<file path="config.mk">
export PLATFORM = sky130hd
export DESIGN_NAME = wb_port_arbiter
export DESIGN_NICKNAME = d
export VERILOG_FILES = /design/src/rtl/wb_port_arbiter.sv
export SDC_FILE = /design/constraint.sdc
export NUM_CORES = 1
export LEC_CHECK = 0
export CAP_MARGIN = 15
export CORE_MARGIN = 2
export CORE_UTILIZATION = 47
export DETAILED_ROUTE_END_ITERATION = 16
export PLACE_DENSITY = 0.77
export SKIP_CTS_REPAIR_TIMING = 1
export SLEW_MARGIN = 10
export SYNTH_ARGS = -nofsm -noshare
export SYNTH_HDL_FRONTEND = slang
export SYNTH_SLANG_ARGS = --single-unit
</file>
<file path="constraint.sdc">
create_clock -name clk -period 1.7 [get_ports clk]
set_input_delay 0.17 -clock clk [delete_from_list [all_inputs] [get_ports clk]]
set_output_delay 0.17 -clock clk [all_outputs]
set_load 0.02 [all_outputs]
</file>
<file path="src/rtl/wb_port_arbiter.sv">
// Register-file write-port arbiter: the pipeline write-back path has priority.
// A one-entry buffer holds multi-cycle results, and a one-cycle forced grant prevents the buffer from starving.
module wb_port_arbiter #(
    parameter int DATA_W       = 8,
    parameter int ADDR_W       = 3,
    parameter int STARVE_LIMIT = 4
) (
    input  logic              clk,
    input  logic              reset,
    input  logic              pipe_we,
    input  logic [ADDR_W-1:0] pipe_waddr,
    input  logic [DATA_W-1:0] pipe_wdata,
    input  logic              mc_valid,
    input  logic [ADDR_W-1:0] mc_waddr,
    input  logic [DATA_W-1:0] mc_wdata,
    output logic              mc_ready,
    output logic              pipe_stall,
    output logic              rf_we,
    output logic [ADDR_W-1:0] rf_waddr,
    output logic [DATA_W-1:0] rf_wdata,
    output logic              mc_drop
);

    typedef enum logic [1:0] {
        IDLE  = 2'd0,
        HELD  = 2'd1,
        FORCE = 2'd2
    } state_t;

    localparam logic [3:0] LAST_WAIT = 4'(STARVE_LIMIT - 1);

    state_t            state_r;
    logic              buf_valid_r;
    logic [ADDR_W-1:0] buf_waddr_r;
    logic [DATA_W-1:0] buf_wdata_r;
    logic [3:0]        wait_cnt_r;

    logic              grant_s;
    logic [ADDR_W-1:0] gnt_addr_s;
    logic [DATA_W-1:0] gnt_data_s;

    assign mc_ready = (state_r == IDLE) && !reset;

    // Select the write that owns the register-file port this cycle.
    always_comb begin
        grant_s    = 1'b0;
        gnt_addr_s = {ADDR_W{1'b0}};
        gnt_data_s = {DATA_W{1'b0}};
        case (state_r)
            IDLE: begin
                if (pipe_we) begin
                    grant_s    = 1'b1;
                    gnt_addr_s = pipe_waddr;
                    gnt_data_s = pipe_wdata;
                end else begin
                    grant_s = 1'b0;
                end
            end
            HELD: begin
                if (pipe_we) begin
                    grant_s    = 1'b1;
                    gnt_addr_s = pipe_waddr;
                    gnt_data_s = pipe_wdata;
                end else if (buf_valid_r) begin
                    grant_s    = 1'b1;
                    gnt_addr_s = buf_waddr_r;
                    gnt_data_s = buf_wdata_r;
                end else begin
                    grant_s = 1'b0;
                end
            end
            FORCE: begin
                grant_s    = 1'b1;
                gnt_addr_s = buf_waddr_r;
                gnt_data_s = buf_wdata_r;
            end
            default: begin
                grant_s = 1'b0;
            end
        endcase
    end

    // Arbiter FSM, holding buffer and registered register-file outputs.
    always_ff @(posedge clk) begin
        if (reset) begin
            state_r     <= IDLE;
            buf_valid_r <= 1'b0;
            buf_waddr_r <= {ADDR_W{1'b0}};
            buf_wdata_r <= {DATA_W{1'b0}};
            wait_cnt_r  <= 4'd0;
            rf_we       <= 1'b0;
            rf_waddr    <= {ADDR_W{1'b0}};
            rf_wdata    <= {DATA_W{1'b0}};
            pipe_stall  <= 1'b0;
            mc_drop     <= 1'b0;
        end else begin
            mc_drop <= 1'b0;
            // r0 is hardwired, so a grant to it completes without a write strobe.
            rf_we   <= grant_s && (gnt_addr_s != {ADDR_W{1'b0}});
            if (grant_s) begin
                rf_waddr <= gnt_addr_s;
                rf_wdata <= gnt_data_s;
            end
            case (state_r)
                IDLE: begin
                    if (mc_valid) begin
                        buf_valid_r <= 1'b1;
                        buf_waddr_r <= mc_waddr;
                        buf_wdata_r <= mc_wdata;
                        wait_cnt_r  <= 4'd0;
                        state_r     <= HELD;
                    end
                end
                HELD: begin
                    if (!pipe_we) begin
                        buf_valid_r <= 1'b0;
                        state_r     <= IDLE;
                    end else if (pipe_waddr == buf_waddr_r) begin
                        // The newer pipeline value makes the buffered result stale.
                        buf_valid_r <= 1'b0;
                        mc_drop     <= 1'b1;
                        state_r     <= IDLE;
                    end else if (wait_cnt_r == LAST_WAIT) begin
                        pipe_stall <= 1'b1;
                        state_r    <= FORCE;
                    end else begin
                        wait_cnt_r <= wait_cnt_r + 4'd1;
                    end
                end
                FORCE: begin
                    buf_valid_r <= 1'b0;
                    pipe_stall  <= 1'b0;
                    state_r     <= IDLE;
                end
                default: begin
                    buf_valid_r <= 1'b0;
                    pipe_stall  <= 1'b0;
                    state_r     <= IDLE;
                end
            endcase
        end
    end

endmodule

</file>
Word level (Yosys, flattened, before mapping)
Cells that the tools add are included.
{ "totals": {"ff_bits": 32, "inputBits": 26, "output_inout_bits": 15, "word_cells": 68} }
{ "classes": {"n_addsub": 1, "n_eq_ne": 11, "muxes": 31, "bitwise_logic": 3, "reduce_logical": 12} }
{ "op_table": {"columns": ["cell", "n"], "rows": [
  ["8-bit 2-to-1 mux", 3],
  ["8-bit one-hot mux with 3 select lines", 1],
  ["4-bit 2-to-1 mux", 4],
  ["1-bit 2-to-1 mux", 10],
  ["2-bit inequality test (second input constant)", 5],
  ["3-bit 2-to-1 mux", 3],
  ["3-bit one-hot mux with 3 select lines", 1],
  ["2-bit 2-to-1 mux", 4],
  ["4-bit one-hot mux with 2 select lines", 1],
  ["2-bit AND reduction", 3],
  ["5-bit AND reduction", 1],
  ["4-bit by 1-bit adder with 4-bit output (second input constant)", 1],
  ["4-bit by 2-bit == test with 1-bit output (second input constant)", 1],
  ["4-bit inequality test (second input constant)", 1],
  ["1-bit one-hot mux with 2 select lines", 2],
  ["2-bit one-hot mux with 2 select lines", 1],
  ["4-bit AND reduction", 1],
  ["3-bit == test", 1],
  ["3-bit inequality test (second input constant)", 1],
  ["1-bit NOT", 3],
  ["1-bit one-hot mux with 3 select lines", 1],
  ["3-bit nonzero test", 1],
  ["3-bit OR reduction", 1],
  ["2-bit by 1-bit == test with 1-bit output (second input constant)", 1],
  ["5 further kinds", 6]
]} }

Longest topological paths before layout
Gate-level depths: netlist (run 1).
{ "depth": {"ltp_word": 5, "depth_mapped": 6, "mapped_depth_nobuf": 5} }

Worst setup path before layout (run 1)
No wires, ideal clock.
{ "synth_path": {"path_kind": "register -> register", "start": "reg state_r[1]", "end": "reg buf_wdata_r[1]", "arrival_ns": 1.120, "path_slack_ns": 0.446, "stages_incl_launch_ff": 6, "path_cell_list": "dfxtp_1 buf_4 or3b_4 buf_2 nand2_1 a21oi_1"} }
{ "synth_between": {"elab_chain_len": 2} }
{ "synth_rtl": {"columns": ["item", "line", "text"], "rows": [
  ["start, declared", "32", "state_t state_r;"],
  ["start signal, assigned", "86", "state_r <= IDLE;"],
  ["start signal, assigned", "111", "state_r <= HELD;"],
  ["start signal, assigned", "117", "state_r <= IDLE;"],
  ["2-bit logical NOT", "104", "case (state_r)"],
  ["2-bit AND reduction (no line)", null, null],
  ["end signal, assigned", "89", "buf_wdata_r <= {DATA_W{1'b0}};"],
  ["end signal, assigned", "109", "buf_wdata_r <= mc_wdata;"],
  ["end, declared", "35", "logic [DATA_W-1:0] buf_wdata_r;"]
]} }
Every way passes these cells.
A chain may end at the register's enable or synchronous reset.

Worst setup path in the final report (run 1)
{ "layout_path": {"start": "reg state_r[0]", "end": "reg rf_wdata[4]"} }
{ "layout_between": {"elab_chain_len": 2} }
{ "layout_rtl": {"columns": ["item", "line", "text"], "rows": [
  ["2-bit == test (tied with other cells)", "49", "case (state_r)"],
  ["8-bit one-hot mux with 3 select lines or 1-bit one-hot mux with 3 select lines (tied branches)", "49", null],
  ["end signal, assigned", "93", "rf_wdata <= {DATA_W{1'b0}};"],
  ["end signal, assigned", "102", "rf_wdata <= gnt_data_s;"],
  ["end, declared", "20", "output logic [DATA_W-1:0] rf_wdata,"]
]} }
Parallel ways exist; a longest one is shown, timed or not.

==> impl_metrics.prom, run 1 <==
# TYPE chip_impl_metric gauge
chip_impl_info{name="run_status",value="complete, no violations"} 1
chip_impl_metric{name="finalSetupTns",unit="ns"} 0
chip_impl_info{name="synthFlopType",value="sky130_fd_sc_hd__dfxtp_1"} 1
chip_impl_info{name="rr_startpoint",value="state_r[0]"} 1
chip_impl_metric{name="detailedPlacementHpwl",unit="mm"} 2.83
chip_impl_metric{name="die_y",unit="um"} 60.9
chip_impl_metric{name="synthCells",unit=""} 174
chip_impl_metric{name="timing.clock.skew",unit="ns"} 0.00413
chip_impl_metric{name="first_iter_violations",unit=""} 93
chip_impl_info{name="min_from",value="mc_waddr[2]"} 1
chip_impl_metric{name="rows",unit=""} 20
chip_impl_metric{name="core_area",unit="um^2"} 3050
chip_impl_metric{name="synthesis.yosys.warnings",unit=""} 0
chip_impl_metric{name="io_pins",unit=""} 41
chip_impl_metric{name="buffer_ports.inserted",unit=""} 40
chip_impl_metric{name="min_period_over_period",unit="%"} 89.2
chip_impl_info{name="clock_tree.root_cell",value="sky130_fd_sc_hd__clkbuf_4"} 1
chip_impl_metric{name="clock_latency",unit="ns"} 0.34
chip_impl_metric{name="ant_diodes",unit=""} 0
chip_impl_metric{name="cts_made_buffers",unit=""} 5
chip_impl_metric{name="avgSynthCellArea",unit="um^2"} 8.74
chip_impl_metric{name="worstRegToRegCells",unit=""} 5
chip_impl_metric{name="cell_depth_of_the_worst_hold_path",unit=""} 3
chip_impl_metric{name="maxCapViolations",unit=""} 0
chip_impl_metric{name="fillCellCount",unit=""} 285
chip_impl_metric{name="post-route-worst-setup-slack",unit="ns"} 0.183
chip_impl_info{name="rsz0062_at_grt",value="false"} 1
chip_impl_metric{name="grt_start_max_net_pins",unit=""} 35
chip_impl_metric{name="worst_path_largest_cell_delay",unit="ns"} 0.49
chip_impl_metric{name="synth-simple-area-share",unit="%"} 28.6
chip_impl_metric{name="track_usage",unit="%"} 23.3
chip_impl_metric{name="clock_tree.buffer_depth",unit=""} 2
chip_impl_metric{name="normalized_max_slew_margin",unit="%"} 76.5
chip_impl_info{name="r2r-end",value="rf_wdata[4]"} 1
chip_impl_metric{name="fmax",unit="MHz"} 659
chip_impl_metric{name="synth_enable_flop_cells",unit=""} 0
chip_impl_metric{name="grt_pass1_vias",unit=""} 1482
chip_impl_metric{name="synth-xor-area-share",unit="%"} 2.72
chip_impl_metric{name="net_count_after_synthesis",unit=""} 201
chip_impl_metric{name="reg2reg_slack",unit="ns"} 0.18
chip_impl_metric{name="cellPowerDensity",unit="nW/um^2"} 805
chip_impl_metric{name="place_worst_setup_slack",unit="ns"} 0.0463
chip_impl_info{name="crit_path_start_kind",value="register"} 1
chip_impl_info{name="largest_family_of_logic_cells_by_synthesized_area",value="simple AND/OR/NAND/NOR gates"} 1
chip_impl_metric{name="synth.lib_cells_used.distinct",unit=""} 48
chip_impl_metric{name="grt_pass1_wl",unit="mm"} 6.31
chip_impl_metric{name="report.final.hold_viol_count",unit=""} 0
chip_impl_info{name="worst_path_max_delay_cell",value="sky130_fd_sc_hd__dfxtp_1"} 1
chip_impl_metric{name="path_max_fanout",unit=""} 6
chip_impl_metric{name="synth.cell_area",unit="um^2"} 1520
chip_impl_metric{name="clock_transition_at_the_registers_of_the_reported_paths",unit="ns"} 0.10
chip_impl_metric{name="synth_compound_gate_area_share",unit="%"} 20.7
chip_impl_info{name="timing_worst_setup_path_type",value="reg2reg"} 1
chip_impl_info{name="synth_commonest_cells",value="sky130_fd_sc_hd__dfxtp_1, sky130_fd_sc_hd__nand2_1, sky130_fd_sc_hd__nor2_1, sky130_fd_sc_hd__a21oi_1"} 1
chip_impl_metric{name="final_period_minus_worst_setup_slack",unit="ns"} 1.52
chip_impl_metric{name="leakage",unit="nW"} 0.815
chip_impl_metric{name="globalRoute.totalOverflow",unit=""} 0
chip_impl_info{name="timing.hold.worst.class",value="in2reg"} 1
chip_impl_metric{name="route.final.wire_length",unit="mm"} 3.84
chip_impl_metric{name="route.vias.total",unit=""} 1434
chip_impl_metric{name="floorplan.initialDensity",unit="%"} 49.8
chip_impl_info{name="endpoint_kind",value="register"} 1
chip_impl_metric{name="detail_route.first_pass.iterations",unit=""} 6
chip_impl_metric{name="h-tree-depth",unit=""} 2
chip_impl_metric{name="post-route-drc-count",unit=""} 0
chip_impl_metric{name="ant_nets",unit=""} 0
chip_impl_metric{name="synth_async_sr_flop_share",unit="%"} 0
chip_impl_metric{name="worst_ep_required_time",unit="ns"} 1.94
chip_impl_metric{name="finalSetupViolations",unit=""} 0
chip_impl_metric{name="netlist.area_leader.share",unit="%"} 42.1
chip_impl_metric{name="yosys_register_bits",unit=""} 32
chip_impl_metric{name="routabilityCongestion",unit=""} 0.805
chip_impl_metric{name="area_growth_syn_to_layout",unit="%"} 34.5
chip_impl_info{name="holdPathEnd",value="buf_waddr_r[2]"} 1
chip_impl_metric{name="synth.yosys.seq_area_share",unit="%"} 42.1
chip_impl_metric{name="die_width",unit="um"} 60.9
chip_impl_metric{name="layout.nets",unit=""} 247
chip_impl_metric{name="worst-slew-pin-transition",unit="ns"} 0.352
chip_impl_metric{name="antenna_found_initial",unit=""} 0
chip_impl_metric{name="dieArea",unit="um^2"} 3710
chip_impl_info{name="post_synth_main_area_contributors",value="sky130_fd_sc_hd__dfxtp_1, sky130_fd_sc_hd__nand2_1, sky130_fd_sc_hd__nor2_1"} 1
chip_impl_metric{name="synth_adder_area_share",unit="%"} 0.823
chip_impl_metric{name="post_drt_via_cell_ratio",unit=""} 5.41
chip_impl_metric{name="avgRoutedWirePerCell",unit="um"} 14.5
chip_impl_metric{name="finalMaxSlewViolations",unit=""} 0
chip_impl_metric{name="crit_arrival",unit="ns"} 1.75
chip_impl_info{name="worstPathCellList",value="buf_4 > nand2b_4 > o31a_2 > nor2_1 > nor4_1"} 1
chip_impl_metric{name="post_route_cells_drive_above_1_share",unit="%"} 13.6
chip_impl_info{name="cts_tree",value="done"} 1
chip_impl_info{name="yosys_top_cell_by_area",value="sky130_fd_sc_hd__dfxtp_1"} 1
chip_impl_metric{name="max-vdd-ir-drop",unit="mV"} 0.444
chip_impl_metric{name="yosys-mux-area-fraction",unit="%"} 0.658
chip_impl_metric{name="clkSinkCount",unit=""} 32
chip_impl_info{name="post-synth-top-count-cell",value="sky130_fd_sc_hd__dfxtp_1"} 1
[metrics by stage]
step	hold slack, ns	cell area [um^2]	total power [mW]	cells	util (%)
2_1_floorplan	0.306	1520	1.04	174	-
4_1_cts	0.365	2040	1.66	265	66.9
5_1_grt	0.364	2040	1.72	265	67.0
3_5_place_dp	0.449	1980	1.20	257	65.0
6_report	0.371	2040	1.65	265	67.0
3_3_place_gp	0.445	1980	1.18	257	65.0
[per-layer routing]
layer	track usage (%)	vias to the layer above	share of wire, %
li1	-	702	-
met1	25.9	676	42
met2	40.4	49	51
met3	7.68	7	5.2
met4	10.6	0	1.3
met5	0	-	0
[cell usage in the layout, fill, tap and decap left out, types with 2 or more instances in the layout]
master,n
sky130_fd_sc_hd__dfxtp_1,32
sky130_fd_sc_hd__nand2_1,29
sky130_fd_sc_hd__o31ai_1,2
sky130_fd_sc_hd__o21ai_0,2
sky130_fd_sc_hd__inv_1,3
sky130_fd_sc_hd__nor3_1,3
sky130_fd_sc_hd__and3_1,2
sky130_fd_sc_hd__buf_4,8
sky130_fd_sc_hd__nand3_1,2
sky130_fd_sc_hd__clkbuf_1,2
sky130_fd_sc_hd__a21oi_1,16
sky130_fd_sc_hd__a22o_1,3
sky130_fd_sc_hd__nor2_1,26
sky130_fd_sc_hd__xnor2_2,2
sky130_fd_sc_hd__clkdlybuf4s50_1,39
sky130_fd_sc_hd__nor4_1,6
sky130_fd_sc_hd__nand2b_1,6
sky130_fd_sc_hd__clkbuf_4,5
sky130_fd_sc_hd__a22oi_1,3
[how the worst max path moves through the flow]
stage / from / cells past startpoint / endpoint
global route: state_r[0] / 5 / rf_wdata[4]
finish: state_r[0] / 5 / rf_wdata[4]
CTS: state_r[0] / 2 / mc_ready
global placement: mc_valid / 5 / wait_cnt_r[1]
floorplan: state_r[1] / 5 / buf_wdata_r[1]
detailed placement: pipe_waddr[1] / 5 / wait_cnt_r[0]
[worst max-delay path: cells and delay by family (launching register included)]
kind | cells | cell delay [ns]
compound gates | 1 | 0.22
buf+inv | 1 | 0.20
flops | 1 | 0.49
simple gates | 3 | 0.49
[power breakdown]
| group | leakage [nW] | switching [mW] | total (mW) | internal (mW) |
|---|---|---|---|---|
| logic | 0.519 | 0.168 | 0.347 | 0.179 |
| clock network | 0.0326 | 0.261 | 0.465 | 0.204 |
| registers | 0.263 | 0.0378 | 0.833 | 0.795 |
[area by class of cell]
class	count	area, um^2	area share, %
well taps	44	55.1	2.69
flip-flops and latches	32	641	31.3
repair buffers	48	463	22.6
multi-input cells	129	812	39.7
clock buffers	8	58.8	2.88
inverters	4	15.0	0.734
[cells by family after synthesis]
group                    Yosys count
AO/OA/AOI/OAI                     41
XOR/XNOR                           3
adder cells (fa/ha/maj)            1
buffers and inverters             13
flip-flops                        32
multiplexers                       1
AND/OR/NAND/NOR                   83
[registers in the layout, summed over array words and instances (netlist names)]
signal,cells
pipe_stall,1
rf_waddr,3
mc_drop,1
state_r,2
buf_valid_r,1
wait_cnt_r,4
rf_we,1
buf_waddr_r,3
buf_wdata_r,8
rf_wdata,8
No activity file was read; power rests on OpenSTA's default activity.
==> run 2: changes to the inputs <==
--- a/config.mk
+++ b/config.mk
@@ -6,9 +6,9 @@
 export NUM_CORES = 1
 export LEC_CHECK = 0
 export CAP_MARGIN = 15
-export CORE_MARGIN = 2
 export CORE_UTILIZATION = 47
 export DETAILED_ROUTE_END_ITERATION = 16
+export GPL_ROUTABILITY_DRIVEN = 1
 export PLACE_DENSITY = 0.77
 export SKIP_CTS_REPAIR_TIMING = 1
 export SLEW_MARGIN = 10
==> constraint.sdc (replaced) <==
create_clock -name clk -period 1.5 [get_ports clk]
set_input_delay 0.15 -clock clk [delete_from_list [all_inputs] [get_ports clk]]
set_output_delay 0.15 -clock clk [all_outputs]
set_load 0.02 [all_outputs]
==> impl_metrics.prom, run 2 (synthesis gave the netlist of run 1 again) <==
# TYPE chip_impl_metric gauge
chip_impl_info{name="run_status",value="complete, no violations"} 1
chip_impl_metric{name="core_area",unit="um^2"} 3050
chip_impl_metric{name="io_pins",unit=""} 41
chip_impl_metric{name="postPlaceCellArea",unit="um^2"} 2030
chip_impl_metric{name="grt_pass1_vias",unit=""} 1434
chip_impl_metric{name="timing.clock.skew",unit="ns"} 0.00865
chip_impl_metric{name="finalMaxSlewViolations",unit=""} 0
chip_impl_metric{name="critPathBufInv",unit=""} 1
chip_impl_metric{name="finalSetupTns",unit="ns"} 0
chip_impl_metric{name="buffer_ports.inserted",unit=""} 40
chip_impl_info{name="rsz0062_at_grt",value="false"} 1
chip_impl_metric{name="route.vias.total",unit=""} 1425
chip_impl_info{name="min_from",value="mc_waddr[1]"} 1
chip_impl_metric{name="leakage",unit="nW"} 0.884
chip_impl_metric{name="clock_latency",unit="ns"} 0.33
chip_impl_metric{name="area_growth_syn_to_layout",unit="%"} 39.4
chip_impl_metric{name="worst-slew-pin-transition",unit="ns"} 0.358
chip_impl_metric{name="hold_slack",unit="ns"} 0.358
chip_impl_info{name="crit_path_start_kind",value="register"} 1
chip_impl_metric{name="ant_nets",unit=""} 0
chip_impl_metric{name="grt_start_max_net_pins",unit=""} 20
chip_impl_metric{name="route.final.wire_length",unit="mm"} 3.60
chip_impl_info{name="cts_tree",value="done"} 1
chip_impl_metric{name="grt_pass1_wl",unit="mm"} 6.10
chip_impl_info{name="rr_startpoint",value="state_r[0]"} 1
chip_impl_metric{name="max-vdd-ir-drop",unit="mV"} 0.686
chip_impl_metric{name="final_core_util",unit="%"} 69.4
chip_impl_metric{name="layout.nets",unit=""} 252
chip_impl_info{name="worstPathCellList",value="clkdlybuf4s50_1"} 1
chip_impl_info{name="timing.hold.worst.class",value="in2reg"} 1
chip_impl_metric{name="worstRegToRegCells",unit=""} 5
chip_impl_metric{name="worst_path_largest_cell_delay",unit="ns"} 0.61
chip_impl_metric{name="h-tree-depth",unit=""} 2
chip_impl_info{name="endpoint_kind",value="output pin"} 1
chip_impl_metric{name="finalSetupViolations",unit=""} 0
chip_impl_metric{name="die_y",unit="um"} 58.9
chip_impl_info{name="most_common_library_cell_in_the_layout_ignoring_fill_and_taps",value="sky130_fd_sc_hd__clkdlybuf4s50_1"} 1
chip_impl_metric{name="crit_arrival",unit="ns"} 1.29
chip_impl_metric{name="globalRoute.totalOverflow",unit=""} 0
chip_impl_info{name="worst_path_dominant_cell_family",value="buffers and inverters"} 1
chip_impl_metric{name="rows",unit=""} 20
chip_impl_metric{name="final_design_area_no_fill",unit="um^2"} 2120
chip_impl_metric{name="antenna_found_initial",unit=""} 0
chip_impl_metric{name="clkSinkCount",unit=""} 32
chip_impl_info{name="clock_tree.root_cell",value="sky130_fd_sc_hd__clkbuf_4"} 1
chip_impl_metric{name="clock_transition_at_the_registers_of_the_reported_paths",unit="ns"} 0.10
chip_impl_metric{name="worst_ep_required_time",unit="ns"} 1.35
chip_impl_metric{name="normalized_max_slew_margin",unit="%"} 76.1
chip_impl_metric{name="cellPowerDensity",unit="nW/um^2"} 900
chip_impl_metric{name="fmax",unit="MHz"} 695
chip_impl_metric{name="ant_diodes",unit=""} 0
chip_impl_metric{name="floorplan.initialDensity",unit="%"} 49.8
chip_impl_metric{name="die_width",unit="um"} 58.9
chip_impl_info{name="timing_worst_setup_path_type",value="reg2out"} 1
chip_impl_metric{name="maxCapViolations",unit=""} 0
chip_impl_metric{name="detail_route.first_pass.iterations",unit=""} 4
chip_impl_metric{name="cell_depth_of_the_worst_hold_path",unit=""} 3
chip_impl_metric{name="clock_tree.buffer_depth",unit=""} 2
chip_impl_metric{name="min_period_over_period",unit="%"} 95.9
chip_impl_metric{name="totalPowerFinal",unit="mW"} 1.91
chip_impl_metric{name="post_route_cells_drive_above_1_share",unit="%"} 17.3
chip_impl_metric{name="detailedPlacementHpwl",unit="mm"} 2.65
chip_impl_metric{name="final_period_minus_worst_setup_slack",unit="ns"} 1.44
chip_impl_info{name="largestRegisters",value="buf_wdata_r (8), rf_wdata (8), wait_cnt_r (4)"} 1
chip_impl_metric{name="post_drt_via_cell_ratio",unit=""} 5.30
chip_impl_metric{name="path_max_fanout",unit=""} 2
chip_impl_metric{name="report.final.hold_viol_count",unit=""} 0
chip_impl_info{name="holdPathEnd",value="buf_waddr_r[1]"} 1
chip_impl_metric{name="dieArea",unit="um^2"} 3470
chip_impl_info{name="r2r-end",value="rf_we"} 1
chip_impl_info{name="worst_path_max_delay_cell",value="sky130_fd_sc_hd__clkdlybuf4s50_1"} 1
chip_impl_metric{name="cts_made_buffers",unit=""} 5
chip_impl_metric{name="first_iter_violations",unit=""} 76
chip_impl_metric{name="post-route-drc-count",unit=""} 0
chip_impl_metric{name="avgRoutedWirePerCell",unit="um"} 13.4
chip_impl_metric{name="reg2reg_slack",unit="ns"} 0.11
chip_impl_metric{name="track_usage",unit="%"} 23.6
chip_impl_info{name="layout_common_cells",value="sky130_fd_sc_hd__clkdlybuf4s50_1, sky130_fd_sc_hd__dfxtp_1, sky130_fd_sc_hd__nand2_1"} 1
chip_impl_metric{name="routabilityCongestion",unit=""} 0.808
## run 2: layout make-up
cell class,count,area [um^2]
Clock buffer,7,65.1
Fill cell,269,933
Inverter,4,15.0
Multi-Input combinational cell,129,826
Sequential cell,32,643
Tap cell,44,55.1
Timing Repair Buffer,53,515
## run 2: report_power, final
group | switching, mW | internal, mW | total (mW)
logic | 0.198 | 0.222 | 0.420
clock network | 0.281 | 0.266 | 0.547
registers | 0.0389 | 0.902 | 0.941
total | 0.518 | 1.39 | 1.91
## run 2: worst max path at each step
stage	from	endpoint	slack (ns)	cells after the start
after detailed placement	pipe_we	wait_cnt_r[0]	-0.11	6
after global placement	pipe_waddr[0]	wait_cnt_r[0]	-0.05	5
after global routing	rf_waddr[0]	rf_waddr[0]	0.0003	1
after CTS	state_r[0]	mc_ready	-0.20	2
final	rf_waddr[0]	rf_waddr[0]	0.06	1
after floorplan	state_r[1]	buf_wdata_r[1]	0.25	5
## run 2: through the flow
step	setup slack, ns	cells
floorplan	0.246	174
global placement	-0.0514	262
detailed placement	-0.108	262
CTS	-0.197	269
global route	0.000270	269
finish	0.0620	269
## run 2: metal layers
layer	vias up	part of all wire, %	track usage, %
met5	-	0	0
met4	0	1.9	11.6
met3	7	4.8	5.05
met2	42	48	39.4
met1	671	45	28.6
li1	705	-	-
==> run 3: changes to the inputs <==
--- a/config.mk
+++ b/config.mk
@@ -9,6 +9,7 @@
 export CORE_UTILIZATION = 47
 export DETAILED_ROUTE_END_ITERATION = 16
 export GPL_ROUTABILITY_DRIVEN = 1
+export HOLD_SLACK_MARGIN = 0.15
 export PLACE_DENSITY = 0.77
 export SKIP_CTS_REPAIR_TIMING = 1
 export SLEW_MARGIN = 10
==> results of run 3 <==
The final DEF is identical to that of run 2; final timing and power are the same.
